$ cat src/rtl/i2s_tx_fifo.sv
// i2s_tx_fifo
//   Buffers {left,right} sample pairs from the receiver/ASRC stage in a small
//   FIFO and regenerates an I2S master bus (BCK/WS/DATA) from AMCLK_i.
//   A PRIME/RUN state machine holds off popping until the FIFO is half full.
//   A frame that starts while RUN finds the FIFO empty is muted and drops
//   the machine back to PRIME.
//
// Ports
//   AMCLK_i         in   audio master clock, all logic on posedge
//   reset_n         in   async active-low reset
//   APDATA_LEFT_i   in   signed left sample
//   APDATA_RIGHT_i  in   signed right sample
//   APDATA_VALID_i  in   1-cycle strobe, push {L,R}
//   clear_flags_i   in   sync clear of sticky flags (a same-cycle event wins)
//   I2S_BCK_o       out  bit clock, AMCLK_i/BCK_DIV, 50% duty
//   I2S_WS_o        out  0 = left slot, 1 = right slot
//   I2S_DATA_o      out  serial data, MSB first, one BCK after the WS edge
//   fifo_level_o    out  FIFO occupancy 0..FIFO_DEPTH
//   underrun_o      out  sticky: a RUN frame started with the FIFO empty
//   overflow_o      out  sticky: a push was dropped because the FIFO was full
module i2s_tx_fifo #(
  parameter int I2S_DATA_BITS = 16,
  parameter int SLOT_BITS     = 32,
  parameter int BCK_DIV       = 4,
  parameter int FIFO_DEPTH    = 4
) (
  input  logic                          AMCLK_i,
  input  logic                          reset_n,
  input  logic [I2S_DATA_BITS-1:0]      APDATA_LEFT_i,
  input  logic [I2S_DATA_BITS-1:0]      APDATA_RIGHT_i,
  input  logic                          APDATA_VALID_i,
  input  logic                          clear_flags_i,
  output logic                          I2S_BCK_o,
  output logic                          I2S_WS_o,
  output logic                          I2S_DATA_o,
  output logic [$clog2(FIFO_DEPTH):0]   fifo_level_o,
  output logic                          underrun_o,
  output logic                          overflow_o
);

  localparam int DW = I2S_DATA_BITS;
  localparam int AW = $clog2(FIFO_DEPTH);
  localparam int LW = AW + 1;
  localparam int CW = $clog2(BCK_DIV);
  localparam int BW = $clog2(2 * SLOT_BITS);

  typedef enum logic {PRIME, RUN} state_t;

  state_t                           state_q, state_d;
  logic [CW-1:0]                    bck_ctr_q, bck_ctr_d;
  logic [BW-1:0]                    bit_ctr_q, bit_ctr_d;
  logic                             bck_q, bck_d;
  logic                             ws_q, ws_d;
  logic                             data_q, data_d;
  logic [DW-1:0]                    tx_l_q, tx_l_d, tx_r_q, tx_r_d;
  logic [FIFO_DEPTH-1:0][2*DW-1:0]  mem_q, mem_d;
  logic [AW-1:0]                    wr_ptr_q, wr_ptr_d, rd_ptr_q, rd_ptr_d;
  logic [LW-1:0]                    level_q, level_d;
  logic                             underrun_q, underrun_d;
  logic                             overflow_q, overflow_d;

  logic          fall_tick, frame_load;
  logic          pop, push, full, underrun_evt, overflow_evt;
  logic          right_slot, ser_bit;
  logic [BW-1:0] slot_p;
  logic [DW-1:0] cur_word, prev_word;

  // Bit clock and frame position
  always_comb begin
    fall_tick  = (bck_ctr_q == CW'(BCK_DIV - 1));
    frame_load = fall_tick && (bit_ctr_q == BW'(2 * SLOT_BITS - 1));
    bck_ctr_d  = fall_tick ? '0 : bck_ctr_q + CW'(1);
    bck_d      = (bck_ctr_d >= CW'(BCK_DIV / 2));
    bit_ctr_d  = bit_ctr_q;
    if (fall_tick) bit_ctr_d = frame_load ? '0 : bit_ctr_q + BW'(1);
  end

  // Serializer: computed for the position being entered on this fall tick.
  // At p=0 the bit is the LSB of the word that just ended (tx_r_q is still
  // the old frame's word at frame load), which only matters when the slot
  // has no padding.
  always_comb begin
    right_slot = (bit_ctr_d >= BW'(SLOT_BITS));
    slot_p     = right_slot ? bit_ctr_d - BW'(SLOT_BITS) : bit_ctr_d;
    cur_word   = right_slot ? tx_r_q : tx_l_q;
    prev_word  = right_slot ? tx_l_q : tx_r_q;
    ser_bit    = 1'b0;
    if (slot_p == '0) begin
      ser_bit = (SLOT_BITS == DW) ? prev_word[0] : 1'b0;
    end else begin
      for (int i = 0; i < DW; i++)
        if (slot_p == BW'(DW - i)) ser_bit = cur_word[i];
    end
    ws_d   = fall_tick ? right_slot : ws_q;
    data_d = fall_tick ? ser_bit : data_q;
  end

  // PRIME/RUN: decisions are only made at frame load, so tx words never
  // change mid-frame.
  always_comb begin
    state_d      = state_q;
    tx_l_d       = tx_l_q;
    tx_r_d       = tx_r_q;
    pop          = 1'b0;
    underrun_evt = 1'b0;
    if (frame_load) begin
      case (state_q)
        PRIME: begin
          tx_l_d = '0;
          tx_r_d = '0;
          if (level_q >= LW'(FIFO_DEPTH / 2)) state_d = RUN;
        end
        RUN: begin
          if (level_q != '0) begin
            pop              = 1'b1;
            {tx_l_d, tx_r_d} = mem_q[rd_ptr_q];
          end else begin
            tx_l_d       = '0;
            tx_r_d       = '0;
            underrun_evt = 1'b1;
            state_d      = PRIME;
          end
        end
      endcase
    end
  end

  // FIFO and sticky flags. A push into a full FIFO is still accepted when a
  // pop happens in the same cycle (pop reads the old entry first).
  always_comb begin
    full         = (level_q == LW'(FIFO_DEPTH));
    push         = APDATA_VALID_i && (!full || pop);
    overflow_evt = APDATA_VALID_i && full && !pop;
    mem_d        = mem_q;
    wr_ptr_d     = wr_ptr_q;
    rd_ptr_d     = rd_ptr_q;
    level_d      = level_q;
    if (push) begin
      mem_d[wr_ptr_q] = {APDATA_LEFT_i, APDATA_RIGHT_i};
      wr_ptr_d        = wr_ptr_q + AW'(1);
    end
    if (pop) rd_ptr_d = rd_ptr_q + AW'(1);
    if (push && !pop)      level_d = level_q + LW'(1);
    else if (pop && !push) level_d = level_q - LW'(1);
    underrun_d = underrun_evt || (underrun_q && !clear_flags_i);
    overflow_d = overflow_evt || (overflow_q && !clear_flags_i);
  end

  always_ff @(posedge AMCLK_i or negedge reset_n) begin
    if (!reset_n) begin
      state_q    <= PRIME;
      bck_ctr_q  <= '0;
      bit_ctr_q  <= '0;
      bck_q      <= 1'b0;
      ws_q       <= 1'b0;
      data_q     <= 1'b0;
      tx_l_q     <= '0;
      tx_r_q     <= '0;
      mem_q      <= '0;
      wr_ptr_q   <= '0;
      rd_ptr_q   <= '0;
      level_q    <= '0;
      underrun_q <= 1'b0;
      overflow_q <= 1'b0;
    end else begin
      state_q    <= state_d;
      bck_ctr_q  <= bck_ctr_d;
      bit_ctr_q  <= bit_ctr_d;
      bck_q      <= bck_d;
      ws_q       <= ws_d;
      data_q     <= data_d;
      tx_l_q     <= tx_l_d;
      tx_r_q     <= tx_r_d;
      mem_q      <= mem_d;
      wr_ptr_q   <= wr_ptr_d;
      rd_ptr_q   <= rd_ptr_d;
      level_q    <= level_d;
      underrun_q <= underrun_d;
      overflow_q <= overflow_d;
    end
  end

  assign I2S_BCK_o    = bck_q;
  assign I2S_WS_o     = ws_q;
  assign I2S_DATA_o   = data_q;
  assign fifo_level_o = level_q;
  assign underrun_o   = underrun_q;
  assign overflow_o   = overflow_q;

endmodule
$ cat config.mk
export PLATFORM = sky130hd
export DESIGN_NAME = i2s_tx_fifo
export DESIGN_NICKNAME = d
export VERILOG_FILES = /design/src/rtl/i2s_tx_fifo.sv
export SDC_FILE = /design/constraint.sdc
export NUM_CORES = 1
export LEC_CHECK = 0
export BUFFER_PORTS_ARGS = -buffer_cell sky130_fd_sc_hd__buf_2
export CAP_MARGIN = 20
export CELL_PAD_IN_SITES_DETAIL_PLACEMENT = 1
export CELL_PAD_IN_SITES_GLOBAL_PLACEMENT = 1
export CORE_UTILIZATION = 34
export DETAILED_ROUTE_END_ITERATION = 10
export PLACE_DENSITY_LB_ADDON = 0.1
export SLEW_MARGIN = 20
export SYNTH_ARGS = -nofsm -noshare
export SYNTH_HDL_FRONTEND = slang
export SYNTH_SLANG_ARGS = --single-unit
$ cat constraint.sdc
create_clock -name AMCLK_i -period 8.7 [get_ports AMCLK_i]
set_input_delay 0.87 -clock AMCLK_i [delete_from_list [all_inputs] [get_ports AMCLK_i]]
set_output_delay 0.87 -clock AMCLK_i [all_outputs]
set_load 0.01 [all_outputs]
Word-level counts from Yosys, hierarchy flattened

Cells that the tools add are included.

Multiplexer cells: 41
$add $sub $neg: 7
Bitwise operators: 1
Eq/ne operators: 19
Reduce and logical (&&, ||, !) cells: 19
Magnitude comparators: 6

Operators by type and width:

| kind                | count |
|---|---|
| $bwmux 128          | 1 |
| $bmux 32 s2         | 1 |
| $demux 32 s2        | 1 |
| $mux 32             | 2 |
| $pmux 16 s2         | 2 |
| $eq 6x4->1 const B  | 8 |
| $mux 16             | 3 |
| $eq 6x3->1 const B  | 4 |
| $mux 1              | 24 |
| $mux 6              | 3 |
| $eq 6x2->1 const B  | 2 |
| $logic_and 1x1->1   | 9 |
| $add 2x1->2 const B | 3 |
| $add 6x1->6 const B | 1 |
| $eq 6x1->1 const B  | 1 |
| $eq 6x5->1 const B  | 1 |
| $eq 6x6->1 const B  | 1 |
| $ge 6x6->1 const B  | 1 |
| $logic_not 6->1     | 1 |
| $lt 2x3->1 const B  | 2 |
| $mux 3              | 2 |
| $sub 6x6->6 const B | 1 |
| $logic_not 1->1     | 4 |
| $add 3x1->3 const B | 1 |
| other kinds (12)    | 14 |

Flip-flop bits (word level): 181
Output and inout port bits: 8
Input bits: 36
Logic and storage cells: 110

Depth between registers and ports, before layout

Gate-level depths: netlist (run 1).

Depth after elaboration: 24
Mapped depth: 15
Gate-level depth less buffers: 12

Worst setup path after synthesis (run 1)

No wires, ideal clock.

Path kind: reg-to-reg
From: register bck_ctr_q[1]
To: register level_q[1] (netlist: fifo_level_o[1])
Setup slack: 5.660 ns
Clock period less this slack: 3.040 ns
Stages on the path, launching flop included: 14
Arrival: 2.915 ns
Path buffers: 3
Data required time: 8.575 ns
Library setup time: 0.125 ns
Cells stage by stage: dfrtp_1 > ha_1 > buf_2 > and4_4 > and3_4 > buf_6 > nand2_1 > nor2_1 > clkbuf_1 > inv_1 > ha_1 > inv_1 > fa_1 > mux2_2

Elaborated cells between the ends (all ways): 11
Those cells by class: eq/ne: 1; mux: 2; reduce/logical: 8

RTL lines:

| item                     | RTL line | source |
|---|---|---|
| start: declaration       | 50       | `logic [CW-1:0] bck_ctr_q, bck_ctr_d;` |
| start signal: assignment | 167      | `bck_ctr_q <= bck_ctr_d;` |
| $eq 2x2->1 *             | 70       | `fall_tick = (bck_ctr_q == CW'(BCK_DIV - 1));` |
| $logic_and 1x1->1 *      | 71       | `frame_load = fall_tick && (bit_ctr_q == BW'(2 * SLOT_BITS - 1));` |
| $mux 1 *                 | 106      | `if (frame_load) begin` |
| $logic_or 1x1->1         | 132      | `push = APDATA_VALID_i && (!full \|\| pop);` |
| $logic_and 1x1->1        | 132      |  |
| $logic_and 1x1->1 *      | 143      | `if (push && !pop) level_d = level_q + LW'(1);` |
| $mux 3 *                 | 143      |  |
| via level_d[1]           | 58       | `logic [LW-1:0] level_q, level_d;` |
| end signal: assignment   | 177      | `level_q <= level_d;` |
| end: declaration         | 58       |  |

The timed path passes the listed nets; every way through them passes the cells marked *.
A chain may end at the register's enable or synchronous reset.

Worst setup path after layout (run 1)

From: register bck_ctr_q[0]
To: register mem_q[52] (netlist name)

Word-level cells in the longest chain between the ends: 5

RTL lines:

| item                   | RTL line | source |
|---|---|---|
| $eq 2x2->1             | 70       |  |
| $logic_and 1x1->1      | 71       |  |
| $mux 1                 | 106      |  |
| $logic_or 1x1->1       | 132      |  |
| $logic_and 1x1->1      | 132      |  |
| via push               | 63       | `logic pop, push, full, underrun_evt, overflow_evt;` |
| end signal: assignment | 174      | `mem_q <= mem_d;` |
| end: declaration       | 56       | `logic [FIFO_DEPTH-1:0][2*DW-1:0] mem_q, mem_d;` |

The timed path passes the listed nets, and every way through them passes these cells.

==> results.toml, run 1 <==
[route]
detail-route-antenna-nets = 0
finalWirelength_mm = 19.8
drtIter0Drc = 170
vias = 5013
via_per_inst = 5.29
wl_per_cell_um = 20.8
dr.pass1.iters = 4
drc = 0

[final_layout]
nets = 660
drive_gt1_share_pct = 21.5
area_growth_pct = 13.3
design_area_mm2 = 0.00935
diodes = 0
fill_cells = 2455

[clock_tree]
clk_pin_slew_ns = 0.07
clk_latency_ns = 0.42
cts_made_buffers = 17
cts_tree = "yes"
cts-root-buf = "clkbuf_16"
cts_buffer_depth = 2
post_cts_buffers = 0
clock_sinks = 180
hold_buffers = 0
cts-resized-gates = 0
cts_htree_levels = 4

[synth]
muxShareOfSynthArea_pct = 27.1
syn_avg_cell_area_um2 = 14.2
yosysMostFrequentCell = "dfrtp_1"
seq_area_frac_synth_pct = 54.6
synth_commonest_cells = "180 x dfrtp_1, 120 x mux2_1, 32 x a22o_1, 32 x mux4_2, 20 x nor3_1"
syn-num-nets = 626
synth_cells = 582
ys.warnings.count = 0
netlist_area_mm2 = 0.00825
synth_cell_types = 53
synth_top_family_by_area = "multiplexers"
synth_top_area_share_pct = 54.6
synth-xor-area-share_pct = 0.955
synthArstFlopShare_pct = 100
synth_flop_cell = "dfrtp_1"
yosys.area_share.simple_pct = 5.32
synth_adder_area_share_pct = 1.30
synth_compound_area_share_pct = 7.96
synth.area.top_cells = "dfrtp_1 55%, mux2_1 16%, mux4_2 8.7%, a22o_1 3.4%, mux2_2 1.4%"
yosys_register_bits = 180
synth-edff-count = 0
synth_top_cell_by_area = "dfrtp_1"

[critical_path]
r2r_slack_ns = 5.11
startpoint = "bck_ctr_q[0]"
worstPathRequired_ns = 9.00
arrival_ns = 3.89
worst_path_largest_cell_delay_ns = 0.58
reg2reg_to = "mem_q[52]"
cpLargestDelayFamily = "simple AND/OR/NAND/NOR gates"
rr_worst_depth = 8
crit_chain = "ha_1 > and4_4 > and3_4 > nand2_1 > a31oi_4 > nand2_1 > buf_4 > mux2_1"
cp_common_cell = "nand2_1"
end_kind = "register"
cp_max_fo = 18
worstSetupEndpoint = "mem_q[52]"
worst-path-buf-inv = 1
slowest_stage = "nand2_1"
critical_path.startpoint_type = "register"
critPathKind = "reg -> reg"
timing.rr.start = "bck_ctr_q[0]"
path_depth = 8

[placed_design]
dpl_cell_area_mm2 = 0.00877
numPortBuffers = 43
dp_hpwl_mm = 13.0
gp_congestion = 0.803

[timing]
fin_tns_setup_ns = 0
fin_crit_sh_pct = 41.3
fmax_mhz = 278
period_needed_ns = 3.59
setup_viol = 0
grt_setup_unrepaired = "no"
slew_headroom_pct = 43.0
hold_viol_final = 0
fin_worst_skew_ns = 0.0116
slew_violations = 0
max_slew.worst_pin.slew_ns = 0.832

[min_path]
hold_path.class = "reg -> reg"

[die]
rows = 56
die_area_mm2 = 0.0249
floorplan.initialDensity_pct = 34.9
io_pins = 44
fp.dieH_um = 158
coreArea_mm2 = 0.0236
die_w_um = 158

[pwr]
p_per_area_mw_per_mm2 = 292
peakVddDrop_uv = 109
p_leak_nw = 3.97

[global_routing]
first_global_vias = 5665
grt_pass1_wl_mm = 32.8
grt_max_degree = 85
antenna_found_initial = 0
track_usage_pct = 17.6
overflow = 0

[run]
maxCapViolCount = 0

[outcome]
status = "complete, no violations"
state kept, by name, summed over array words and instances (netlist names), 2 cells and up:
signal,flops
mem_q,128
tx_l_q,16
tx_r_q,16
bit_ctr_q,6
fifo_level_o,3
bck_ctr_q,2
rd_ptr_q,2
wr_ptr_q,2
routing by layer:
metal  up-vias  GRT usage, %  share of wire (%)
met3        17          2.87                2.3
met1      2692          24.0                 47
li1       2247             -                  -
met4         0          5.18                1.4
met2        57          28.9                 50
met5         -             0                  0
cell families (layout without fill, tap and decap cells):
| group | after synthesis | after routing |
|---|---|---|
| flops | 180 | 180 |
| mux | 167 | 167 |
| compound gates | 84 | 84 |
| simple gates | 84 | 84 |
| buf+inv | 50 | 97 |
| xor+xnor | 9 | 9 |
| fa+ha+maj | 8 | 8 |
report_power, final:
group / total [mW] / switching (mW) / leakage, nW / internal (mW)
registers: 1.32 / 0.166 / 2.22 / 1.16
clock network: 0.763 / 0.351 / 0.281 / 0.412
logic: 0.645 / 0.283 / 1.47 / 0.362
total: 2.73 / 0.800 / 3.97 / 1.93
stage by stage:
| stage | hold WS [ns] | util [%] | setup WS, ns | cells | power (mW) |
|---|---|---|---|---|---|
| 2_1_floorplan | 0.401 | - | 5.66 | 582 | 1.77 |
| 6_report | 0.432 | 39.6 | 5.11 | 948 | 2.73 |
| 4_1_cts | 0.436 | 39.6 | 5.07 | 948 | 2.79 |
| 5_1_grt | 0.459 | 39.6 | 4.76 | 948 | 2.91 |
| 3_5_place_dp | 0.425 | 37.1 | 5.09 | 916 | 2.01 |
| 3_3_place_gp | 0.419 | 37.1 | 5.14 | 916 | 1.95 |
worst min-delay path by stage:
stage               cells after the start      endpoint         start
CTS                                     1  bck_ctr_q[0]  bck_ctr_q[0]
global placement                        1  bck_ctr_q[0]  bck_ctr_q[0]
global route                            1  bck_ctr_q[0]  bck_ctr_q[0]
finish                                  1  bck_ctr_q[0]  bck_ctr_q[0]
floorplan                               1  bck_ctr_q[0]  bck_ctr_q[0]
detailed placement                      1  bck_ctr_q[0]  bck_ctr_q[0]
layout by cell type (no fill, tap or decap), types with 11 or more instances in the layout:
cell type  count
clkbuf_16     17
a22o_1        32
nor3_1        20
mux4_2        32
mux2_1       120
buf_2         42
a21oi_1       12
buf_4         11
nor2_1        15
dfrtp_1      179
nand2_1       16
area by class of cell:
type	count	area (µm²)	share of cell area, %
inverters	11	41.3	0.442
flip-flops and latches	180	4510	48.2
clock buffers	18	439	4.70
well taps	319	399	4.27
repair buffers	54	304	3.25
clock inverters	14	143	1.53
multi-input cells	352	3520	37.6
Power figures use the tool's default switching activity.
==> run 2: changes to the inputs <==
==> constraint.sdc (replaced) <==
create_clock -name AMCLK_i -period 3.35 [get_ports AMCLK_i]
set_input_delay 0.335 -clock AMCLK_i [delete_from_list [all_inputs] [get_ports AMCLK_i]]
set_output_delay 0.335 -clock AMCLK_i [all_outputs]
set_load 0.01 [all_outputs]
==> results.toml, run 2 (same netlist as run 1, synthesis figures left out) <==
[timing]
grt_setup_unrepaired = "no"
setup_viol = 0
slew_violations = 0
fin_crit_sh_pct = 92.5
period_needed_ns = 3.10
hold_viol_final = 0
fmax_mhz = 323
max_slew.worst_pin.slew_ns = 0.781
fin_ws_ns = 0.250
slew_headroom_pct = 48.0
fin_tns_setup_ns = 0
fin_worst_skew_ns = 0.0104

[clock_tree]
cts_buffer_depth = 2
cts-root-buf = "clkbuf_16"
hold_buffers = 1
clk_latency_ns = 0.43
cts-resized-gates = 0
cts_tree = "yes"
clk_pin_slew_ns = 0.08
post_cts_buffers = 0
clock_sinks = 180
cts_htree_levels = 4
cts_made_buffers = 17

[final_layout]
drive_gt1_share_pct = 22.3
layout_commonest_cell = "dfrtp_1"
largest-register = "mem_q"
final_cell_mix = "179 x dfrtp_1, 120 x mux2_1, 42 x buf_2, 32 x mux4_2, 32 x a22o_1"
final_core_util_pct = 40.0
nets = 668
largestRegisters = "mem_q (128), tx_l_q (16), tx_r_q (16)"
largest_reg_flops = 128
design_area_mm2 = 0.00945
area_growth_pct = 14.5
fill_cells = 2447

[route]
via_per_inst = 5.27
wl_per_cell_um = 21.0
detail-route-antenna-nets = 0
finalWirelength_mm = 20.1
vias = 5046
dr.pass1.iters = 4
drc = 0
drtIter0Drc = 213

[die]
io_pins = 44
rows = 56
coreArea_mm2 = 0.0236
floorplan.initialDensity_pct = 34.9
fp.dieH_um = 158
die_area_mm2 = 0.0249
die_w_um = 158

[pwr]
p_leak_nw = 4.02
p_per_area_mw_per_mm2 = 751
peakVddDrop_uv = 305
power_mw = 7.10

[outcome]
status = "complete, no violations"

[global_routing]
antenna_found_initial = 0
overflow = 0
grt_pass1_wl_mm = 32.9
first_global_vias = 5550
track_usage_pct = 17.8
grt_max_degree = 79

[placed_design]
post-place-ws_ns = 0.246
dp_hpwl_mm = 13.5
numPortBuffers = 43
gp_congestion = 0.808
dpl_cell_area_mm2 = 0.00885

[critical_path]
cp_max_fo = 13
arrival_ns = 3.45
end_kind = "register"
critical_path.startpoint_type = "register"
worstPathRequired_ns = 3.70
critPathKind = "reg -> reg"

[min_path]
hold_path.class = "in -> reg"

[run]
maxCapViolCount = 0
==> run 2: changes by cell type in the layout (fill, tap and decap cells not counted), sizes merged, moves of 2 or more <==
cell      change
clkinv        +3
clkinvlp      -3
inv           +2
buf           +7
==> run 2: through the flow <==
stage                     cells  hold WS (ns)
after global placement      923         0.412
after CTS                   956         0.134
after global routing        956         0.142
final                       957         0.149
after detailed placement    923         0.429
after floorplan             582        0.0394
==> run 2: critical path, stage by stage, from the launching register on <==
cell and delay (ns):
dfrtp_1 0.36, ha_1 0.39, and4_4 0.40, and3_4 0.27, nand2_1 0.14, a31oi_4 0.30
ha_1 0.26, inv_1 0.08, fa_1 0.38, xor2_1 0.17, nor2_1 0.12, xor2_1 0.16
==> run 2: metal layers <==
metal,share of wire (%),GRT usage (%),vias to the layer above,routed length (µm)
met5,0,0,-,0
li1,-,-,2268,-
met2,49,28.7,47,9820
met3,2.2,3.45,19,438
met1,47,24.4,2712,9530
met4,1.6,5.04,0,331
==> run 2: report_power, final <==
group          switching, mW  leakage (nW)  internal [mW]
sequential             0.433          2.22           3.00
combinational          0.736          1.52          0.945
clock                  0.975         0.290           1.00
total                   2.14          4.02           4.95
==> run 2: final timing paths <==
check | from | endpoint | slack [ns] | depth (start not counted)
setup / recovery | bck_ctr_q[0] | fifo_level_o[2] | 0.25 | 11
hold / removal | APDATA_LEFT_i[12] | mem_q[124] | 0.15 | 2
min in group asynchronous | reset_n | mem_q[6] | 0.52 | 2
hold reg to reg | bck_ctr_q[0] | bck_ctr_q[0] | 0.44 | 1
max in group asynchronous | reset_n | mem_q[43] | 1.93 | 3
setup reg to reg | bck_ctr_q[0] | fifo_level_o[2] | 0.25 | 11
==> run 2: layout make-up <==
type,count,area [µm²],share of cell area (%)
antenna,1,2.50,0.0265
clock buffer,17,425,4.50
clock inverter,15,161,1.71
inverter,11,41.3,0.437
multi-input combinational,352,3520,37.3
sequential,180,4510,47.7
tap,319,399,4.23
timing repair buffer,62,392,4.15
==> run 3: changes to the inputs <==
--- a/config.mk
+++ b/config.mk
@@ -11,7 +11,9 @@
 export CELL_PAD_IN_SITES_GLOBAL_PLACEMENT = 1
 export CORE_UTILIZATION = 34
 export DETAILED_ROUTE_END_ITERATION = 10
+export GPL_TIMING_DRIVEN = 0
 export PLACE_DENSITY_LB_ADDON = 0.1
+export SKIP_LAST_GASP = 1
 export SLEW_MARGIN = 20
 export SYNTH_ARGS = -nofsm -noshare
 export SYNTH_HDL_FRONTEND = slang
==> results.toml, run 3 (same netlist as run 1, synthesis figures left out) <==
[outcome]
status = "complete, no violations"

[final_layout]
fill_cells = 2472
largestRegisters = "mem_q (128), tx_l_q (16), tx_r_q (16)"
drive_gt1_share_pct = 21.7
fin_cells = 979
final_cell_mix = "180 x dfrtp_1, 120 x mux2_1, 59 x buf_2, 32 x mux4_2, 32 x a22o_1"
nets = 690
largest-register = "mem_q"
largest_reg_flops = 128
layout_commonest_cell = "dfrtp_1"
area_growth_pct = 15.1

[pwr]
power_mw = 7.12
power_frac_comb_pct = 24.0
power.internal_mw = 5.00
power.switching_mw = 2.11
p_leak_nw = 4.03
peakVddDrop_uv = 306
p_seq_share_pct = 48.3
clock_power_share_pct = 27.7
swShare_pct = 29.7
p_per_area_mw_per_mm2 = 750

[die]
die_area_mm2 = 0.0249
die_w_um = 158
coreArea_mm2 = 0.0236
fp.dieH_um = 158
floorplan.initialDensity_pct = 34.9
rows = 56
io_pins = 44

[route]
dr.pass1.iters = 4
vias = 5129
via_per_inst = 5.24
drc = 0
drtIter0Drc = 202
finalWirelength_mm = 20.1
wl_per_cell_um = 20.5
detail-route-antenna-nets = 0

[critical_path]
critical_path.startpoint_type = "register"
worstPathRequired_ns = 3.66
cp_max_fo = 10
timing.rr.start = "bck_ctr_q[0]"
cpLargestDelayFamily = "simple AND/OR/NAND/NOR gates"
slowest_stage = "fa_1"
arrival_ns = 3.44
worst-path-buf-inv = 5
rr_worst_depth = 13
r2r_slack_ns = 0.23
crit_chain = "ha_1 > buf_2 > and4_4 > and3_4 > buf_6 > nand2_1 > nor2_4 > buf_2 > inv_1 > ha_1 > inv_1 > fa_1 > mux2_2"
reg2reg_to = "fifo_level_o[1]"
worst_path_largest_cell_delay_ns = 0.41
end_kind = "register"
critPathKind = "reg -> reg"

[clock_tree]
clk_pin_slew_ns = 0.07
clk_latency_ns = 0.43
cts_made_buffers = 17
cts_tree = "yes"
clock_sinks = 180
cts_buffer_depth = 2
cts-root-buf = "clkbuf_16"
post_cts_buffers = 0
cts_htree_levels = 4

[timing]
fin_tns_setup_ns = 0
holdWs_ns = 0.147
hold_viol_final = 0
fin_worst_skew_ns = 0.0122
period_needed_ns = 3.12
fin_crit_sh_pct = 93.3
fmax_mhz = 320
slew_violations = 0
setup_viol = 0
fin_ws_ns = 0.225
grt_setup_unrepaired = "no"
slew_headroom_pct = 35.7
max_slew.worst_pin.slew_ns = 0.965

[min_path]
hp-start = "APDATA_LEFT_i[3]"
hold_end = "mem_q[83]"
holdPathStages = 2
hold_path.class = "in -> reg"

[global_routing]
grt_pass1_wl_mm = 32.9
busiest_layer = "met2"
track_usage_pct = 17.9
antenna_found_initial = 0
met2_usage_pct = 30.0
grt_max_degree = 99
met1_usage_pct = 23.4
grtUsageMet3_pct = 3.50
overflow = 0
first_global_vias = 5793

[placed_design]
gp_congestion = 0.800
post-place-ws_ns = -0.273
dp.cells = 945
dp_hpwl_mm = 14.2
numPortBuffers = 43

[run]
maxCapViolCount = 0
==> run 3: cell types whose count changed in the layout (fill, tap and decap cells not counted), moves of 3 or more <==
| cell | change |
|---|---|
| buf_2 | +17 |
| clkinvlp_4 | +3 |
| clkinv_8 | -3 |
| clkbuf_1 | +19 |
| buf_4 | -16 |
==> run 3: worst max-delay path by stage <==
stage                             from              end  slack [ns]  cells past startpoint
after floorplan           bck_ctr_q[1]  fifo_level_o[1]        0.31                     13
after CTS                 bck_ctr_q[0]  fifo_level_o[1]        0.03                     13
after global routing      bck_ctr_q[1]  fifo_level_o[1]      0.0007                     13
after detailed placement  bck_ctr_q[0]  fifo_level_o[1]       -0.27                     13
final                     bck_ctr_q[0]  fifo_level_o[1]        0.23                     13
after global placement         reset_n        mem_q[92]       -0.84                      1
==> run 3: cell type report <==
| cell class | instances | area, µm² | share of cell area, % |
|---|---|---|---|
| sequential | 180 | 4500 | 47.4 |
| multi-input combinational | 352 | 3520 | 37.1 |
| clock buffer | 18 | 429 | 4.52 |
| tap | 319 | 399 | 4.20 |
| timing repair buffer | 45 | 263 | 2.77 |
| buffer | 39 | 190 | 2.00 |
| clock inverter | 14 | 144 | 1.51 |
| inverter | 11 | 41.3 | 0.435 |
| antenna | 1 | 2.50 | 0.0263 |
==> run 3: metal layers <==
metal	part of all wire, %	wire, µm
met5	0	0
met4	1.1	231
met3	2.5	499
met2	51	10200
met1	46	9180
==> run 3: timing repair <==
item                                   CTS  global route
endpoints found under the hold margin   82             0
resized for setup                        2             2
setup endpoints to repair                2             2
hold buffers                             1             0
==> run 3: power by group through the flow <==
stage | registers, mW | logic (mW) | clock network [mW]
after detailed placement | 3.49 | 1.76 | 0
after CTS | 3.45 | 1.77 | 2.03
after global placement | 3.39 | 1.65 | 0
final | 3.44 | 1.71 | 1.97
after floorplan | 3.33 | 1.26 | 0
after global routing | 3.56 | 1.91 | 2.12
==> run 3: metrics by stage <==
step	instance area, µm²	util, %
global placement	8870	37.5
CTS	9490	40.2
detailed placement	8900	37.7
floorplan	8250	-
global route	9500	40.2
finish	9500	40.2
